--- src/rtl/steer_pkg.sv ---
// rtl/steer_pkg.sv - shared types and default constants for the rider load evaluation stage
package steer_pkg;

  typedef enum logic {
    PRIME = 1'b0,
    READY = 1'b1
  } prime_state_t;

  localparam int LD_W  = 12;
  localparam int SUM_W = 13;

  localparam logic [SUM_W-1:0] MIN_RIDER_WT_DEF  = 13'h0200;
  localparam logic [SUM_W-1:0] WT_HYSTERESIS_DEF = 13'h0040;
  localparam logic [25:0]      TMR_FULL_CNT_DEF  = 26'd65_000_000;

endpackage

--- src/rtl/steer_tmr.sv ---
// rtl/steer_tmr.sv - saturating rider-settle counter with clear priority
module steer_tmr #(
  parameter logic [25:0] TMR_FULL_CNT = 26'd65_000_000
) (
  input  logic clk,
  input  logic rst_n,
  input  logic clr_tmr,
  output logic tmr_full
);

  logic [25:0] cnt;

  always_ff @(posedge clk) begin
    if (!rst_n) begin
      cnt <= '0;
    end else if (clr_tmr) begin
      cnt <= '0;
    end else if (cnt != TMR_FULL_CNT) begin
      cnt <= cnt + 26'd1;
    end
  end

  assign tmr_full = (cnt == TMR_FULL_CNT);

endmodule

--- src/rtl/rider_load_eval.sv ---
// rtl/rider_load_eval.sv - two-stage load-cell threshold pipeline, priming FSM and settle timer
// Optional 4-deep moving-average input filter enabled by LOAD_FILTER_EN.
module rider_load_eval
  import steer_pkg::*;
#(
  parameter logic [SUM_W-1:0] MIN_RIDER_WT  = MIN_RIDER_WT_DEF,
  parameter logic [SUM_W-1:0] WT_HYSTERESIS = WT_HYSTERESIS_DEF,
  parameter logic [25:0]      TMR_FULL_CNT  = TMR_FULL_CNT_DEF
) (
  input  logic            clk,
  input  logic            rst_n,
  input  logic [LD_W-1:0] lft_ld,
  input  logic [LD_W-1:0] rght_ld,
  input  logic            ld_vld,
  input  logic            clr_tmr,
  output logic            sum_gt_min,
  output logic            sum_lt_min,
  output logic            diff_gt_1_4,
  output logic            diff_gt_15_16,
  output logic            tmr_full
);

  localparam logic [SUM_W-1:0] GT_THR = MIN_RIDER_WT + WT_HYSTERESIS;
  localparam logic [SUM_W-1:0] LT_THR = MIN_RIDER_WT - WT_HYSTERESIS;

  prime_state_t    state;
  logic [LD_W-1:0] lft_in, rght_in;
  logic            take;
  logic [LD_W-1:0] lft_q, rght_q;
  logic            vld_q;

`ifdef LOAD_FILTER_EN
  logic [LD_W-1:0] lft_h0, lft_h1, lft_h2;
  logic [LD_W-1:0] rght_h0, rght_h1, rght_h2;
  logic [1:0]      fill_cnt;
  logic [13:0]     lft_acc, rght_acc;

  assign lft_acc  = 14'(lft_ld) + 14'(lft_h0) + 14'(lft_h1) + 14'(lft_h2);
  assign rght_acc = 14'(rght_ld) + 14'(rght_h0) + 14'(rght_h1) + 14'(rght_h2);
  assign lft_in   = lft_acc[13:2];
  assign rght_in  = rght_acc[13:2];
  // The fourth strobe after reset is the first one with a full window.
  assign take     = (state == READY) || (fill_cnt == 2'd3);

  always_ff @(posedge clk) begin
    if (!rst_n) begin
      lft_h0   <= '0;
      lft_h1   <= '0;
      lft_h2   <= '0;
      rght_h0  <= '0;
      rght_h1  <= '0;
      rght_h2  <= '0;
      fill_cnt <= '0;
    end else if (ld_vld) begin
      lft_h0  <= lft_ld;
      lft_h1  <= lft_h0;
      lft_h2  <= lft_h1;
      rght_h0 <= rght_ld;
      rght_h1 <= rght_h0;
      rght_h2 <= rght_h1;
      if (state == PRIME && fill_cnt != 2'd3) begin
        fill_cnt <= fill_cnt + 2'd1;
      end
    end
  end
`else
  assign lft_in  = lft_ld;
  assign rght_in = rght_ld;
  assign take    = 1'b1;
`endif

  always_ff @(posedge clk) begin
    if (!rst_n) begin
      lft_q  <= '0;
      rght_q <= '0;
      vld_q  <= 1'b0;
    end else begin
      vld_q <= ld_vld && take;
      if (ld_vld) begin
        lft_q  <= lft_in;
        rght_q <= rght_in;
      end
    end
  end

  logic [SUM_W-1:0] sum, quarter, fifteen_16, diff_ext;
  logic [LD_W-1:0]  diff;

  assign sum        = SUM_W'(lft_q) + SUM_W'(rght_q);
  assign diff       = (lft_q >= rght_q) ? (lft_q - rght_q) : (rght_q - lft_q);
  assign diff_ext   = SUM_W'(diff);
  assign quarter    = sum >> 2;
  assign fifteen_16 = sum - (sum >> 4);

  always_ff @(posedge clk) begin
    if (!rst_n) begin
      state         <= PRIME;
      sum_gt_min    <= 1'b0;
      sum_lt_min    <= 1'b1;
      diff_gt_1_4   <= 1'b0;
      diff_gt_15_16 <= 1'b0;
    end else if (vld_q) begin
      sum_gt_min    <= (sum > GT_THR);
      sum_lt_min    <= (sum < LT_THR);
      diff_gt_1_4   <= (diff_ext > quarter);
      diff_gt_15_16 <= (diff_ext > fifteen_16);
      if (state == PRIME) begin
        state <= READY;
      end
    end
  end

  steer_tmr #(
    .TMR_FULL_CNT(TMR_FULL_CNT)
  ) u_tmr (
    .clk      (clk),
    .rst_n    (rst_n),
    .clr_tmr  (clr_tmr),
    .tmr_full (tmr_full)
  );

endmodule

--- config.mk ---
export PLATFORM = sky130hd
export DESIGN_NAME = rider_load_eval
export DESIGN_NICKNAME = d
export VERILOG_FILES = /design/src/rtl/steer_pkg.sv /design/src/rtl/steer_tmr.sv /design/src/rtl/rider_load_eval.sv
export SDC_FILE = /design/constraint.sdc
export NUM_CORES = 1
export LEC_CHECK = 0
export ABC_CLOCK_PERIOD_IN_PS = 7210
export CAP_MARGIN = 25
export CELL_PAD_IN_SITES_DETAIL_PLACEMENT = 1
export CELL_PAD_IN_SITES_GLOBAL_PLACEMENT = 1
export CORE_ASPECT_RATIO = 1.4
export CORE_UTILIZATION = 32
export DETAILED_ROUTE_END_ITERATION = 12
export PLACE_DENSITY = 0.69
export SYNTH_ARGS = -nofsm -noshare
export SYNTH_HDL_FRONTEND = slang
export SYNTH_SLANG_ARGS = --single-unit
--- constraint.sdc ---
create_clock -name clk -period 7.21 [get_ports clk]
set_clock_uncertainty 0.2 [all_clocks]
set_input_delay 0.721 -clock clk [delete_from_list [all_inputs] [get_ports clk]]
set_output_delay 0.721 -clock clk [all_outputs]
set_load 0.02 [all_outputs]
==> run_results.csv <==
group,metric,value,unit
finish,diodes,0,
grt,met1_usage,18.43,%
placement,place_inst,798,
sta,tightestPinTransition,0.7004,ns
power,leakage,2.467,nW
cts,cts_buffers,5,
placement,dp_hpwl,11560,µm
finish,fin_nets,708,
grt,grt_pass1_vias,4770,
power,peakVddDrop,0.1164,mV
cts,tritoncts,"done",
cts,cts_hold_buf,0,
floorplan,fp.coreArea,0.01561,mm²
route,antenna_left,0,
synth,ys.flop_type,"dfxtp_1",
route,route.detailed.drc,0,
critical_path,critPathLaunch,"lft_q[1]",
sta,finalCritPeriodShare,83.22,%
finish,fin_cells,807,
floorplan,die_w,109.0,µm
sta,finalHoldViolations,0,
grt,met3_usage,1.882,%
grt,overflow,0,
hold_path,hp-class,"flip-flop to flip-flop",
sta,grt_setup_unrepaired,"false",
floorplan,initial_core_util,32.86,%
power,power_switching,0.5143,mW
sta,finalCriticalPeriod,6.000,ns
critical_path,startpoint_type,"flip-flop",
finish,seqCellArea,0.001101,mm²
placement,finalWeightedCongestion,0.8687,
flow_run,drv_cap,0,
sta,timing.fmax,0.1667,GHz
synth,synthArstFlopShare,0,%
floorplan,io_pins,33,
cts,clk_path_buf_depth,2,
critical_path,cp_data_required_time,7.27,ns
synth,synth_area,0.005129,mm²
floorplan,die_area,0.01654,mm²
power,p_comb_share,52.0,%
finish,multi_input_area,0.003710,mm²
synth,synth_edf_count,0,
synth,synth-seq-cells,55,
finish,fill_cells,1831,
power,p_int,0.7372,mW
cts,cts.htree.levels,2,
power,p_clk_share,21.8,%
critical_path,cp-end-kind,"flip-flop",
critical_path,r2r-start,"lft_q[1]",
power,p_per_area,217.7,mW/mm²
route,vias,4343,
cts,cts-root-buf,"clkbuf_16",
synth,synth_top_cell_by_area,"dfxtp_1",
synth,yosysSeqAreaShare,21.47,%
synth,syn_nets,686,
synth,synth_top_area_share,21.47,%
grt,gr-max-usage-layer,"met2",
grt,grt_pass1_wl,22980,µm
cts,clk_pin_slew,0.09,ns
synth,syn_inst,588,
critical_path,worstPathArrival,6.06,ns
critical_path,critPathMaxFanout,5,
grt,track_usage,17.74,%
critical_path,r2r_end,"diff_gt_15_16",
finish,syn_to_final_growth,12.10,%
power,seqPwrFrac,26.2,%
cts,cts_setup_buffers,0,
route,wire_per_inst,17.26,µm
placement,io_buffers,32,
route,avgViaCountPerCell,5.382,
sta,slew_viol_final,0,
synth,yosysWarnings,0,
critical_path,endpoint,"diff_gt_15_16",
floorplan,rows,54,
route,drtIter0Drc,139,
grt,antenna_found_initial,0,
synth,synth_cell_types,76,
route,drt-total-wl,13930,µm
synth,synth.area.top_cells,"dfxtp_1 21%, ha_1 16%, mux2i_1 5.5%",
cts,numClockSinks,55,
critical_path,worstRegToRegCells,21,
synth,postSynthAreaPerCell,8.722,µm²
grt,grt_start_max_net_pins,27,
cts,clock_latency,0.31,ns
critical_path,rrSetupSlack,1.21,ns
sta,relSlewSlack,53.03,%
status,status,"complete, no violations",
cts,cts-resized-gates,0,
power,swShare,41.09,%
sta,finalSetupViolCount,0,
sta,tns,0,ns
route,dr.pass1.iters,4,
grt,use_met2,34.72,%
critical_path,crit_type,"flip-flop to flip-flop",
floorplan,die_y,151.8,µm
finish,drive_above_1_share,6.710,%
## power groups by stage
stage               registers [mW]  logic, mW  clock network, mW
floorplan                    0.337      0.471                  0
global placement             0.335      0.628                  0
detailed placement           0.336      0.649                  0
CTS                          0.329      0.654              0.278
global route                 0.331      0.716              0.288
finish                       0.328      0.651              0.272
## cell usage after synthesis, types with 4 or more instances
library cell / count
o21a_1: 7
inv_1: 43
nand4_1: 11
and3_1: 8
dfxtp_1: 55
or3_1: 5
xnor2_1: 26
a21o_2: 4
nor2_1: 43
a31oi_1: 5
a211o_1: 4
nand2_1: 22
o21ai_0: 12
mux2i_1: 28
nor3_1: 15
clkbuf_1: 11
a21o_1: 14
nand3_1: 18
a211oi_1: 10
o21bai_1: 7
xor2_1: 26
fa_1: 4
and2_1: 5
a21oi_1: 32
nor2b_1: 29
nand2b_1: 4
ha_1: 66
## critical path, cell delays in order (launching register included)
cell and delay, ns:
dfxtp_1 0.44, inv_1 0.15, ha_1 0.37, or2b_1 0.25
a2111o_1 0.43, nand2_1 0.11, xor2_1 0.36, inv_1 0.18
fa_1 0.46, or2b_2 0.30, o21ai_1 0.30, a31oi_4 0.15
nor3_1 0.21, nor2_1 0.07, xnor2_1 0.12, ha_1 0.30
nand4_1 0.16, a21oi_1 0.25, o221ai_1 0.18, a211oi_1 0.39
or4b_1 0.48, nand3_1 0.08
## worst min-delay path by stage
| stage | cells after the start | slack (ns) | start | endpoint |
|---|---|---|---|---|
| after floorplan | 2 | 0.27 | u_tmr.cnt[25] | u_tmr.cnt[25] |
| after global placement | 2 | 0.29 | u_tmr.cnt[24] | u_tmr.cnt[24] |
| after detailed placement | 2 | 0.30 | sum_gt_min | sum_gt_min |
| after CTS | 2 | 0.32 | sum_gt_min | sum_gt_min |
| after global routing | 2 | 0.34 | u_tmr.cnt[22] | u_tmr.cnt[22] |
| final | 2 | 0.31 | sum_gt_min | sum_gt_min |
## layout by cell type (no fill, tap or decap), drive strengths merged, types with 26 or more instances in the layout
master | netlist | final
ha | 66 | 66
mux2i | 28 | 28
xnor2 | 29 | 29
dfxtp | 55 | 55
a21oi | 33 | 33
clkdlybuf4s50 | 0 | 32
nor2b | 30 | 30
nor2 | 43 | 43
inv | 46 | 49
xor2 | 26 | 26
## cell families (layout without fill, tap and decap cells)
family	after synthesis	after routing	share of synthesized area, %
flops	55	55	21.47
mux	29	29	5.684
simple gates	182	182	19.47
compound gates	125	125	17.91
buf+inv	67	90	6.196
xor+xnor	58	58	11.22
fa+ha+maj	72	72	18.05
## final cells by class
type / count / area share [%]
clock inverter: 3 / 0.5005
multi-input combinational: 466 / 64.53
sequential: 55 / 19.15
inverter: 47 / 3.156
timing repair buffer: 35 / 6.224
clock buffer: 5 / 2.176
tap: 196 / 4.266
## registers in the layout (all words and copies together) (netlist names)
name           count
diff_gt_15_16      1
diff_gt_1_4        1
sum_lt_min         1
rght_q            12
u_tmr.cnt         26
lft_q             12
vld_q              1
sum_gt_min         1
## stage by stage
step | hold WS (ns) | instance area, µm² | util, % | total power [mW] | setup WS, ns
finish | 0.3110 | 5749 | 36.84 | 1.251 | 1.210
global route | 0.3418 | 5749 | 36.84 | 1.335 | 0.8341
CTS | 0.3208 | 5734 | 36.74 | 1.260 | 1.218
detailed placement | 0.2962 | 5580 | 35.75 | 0.9847 | 1.221
global placement | 0.2855 | 5565 | 35.66 | 0.9636 | 1.396
floorplan | 0.2706 | 5129 | - | 0.8082 | 1.927
## layer usage
layer  wire length (µm)  share of wire [%]
met3                276                2.0
met5                  0                  0
met2               7557                 54
met4                527                3.8
met1               5565                 40
(Power assumes the default switching activity.)
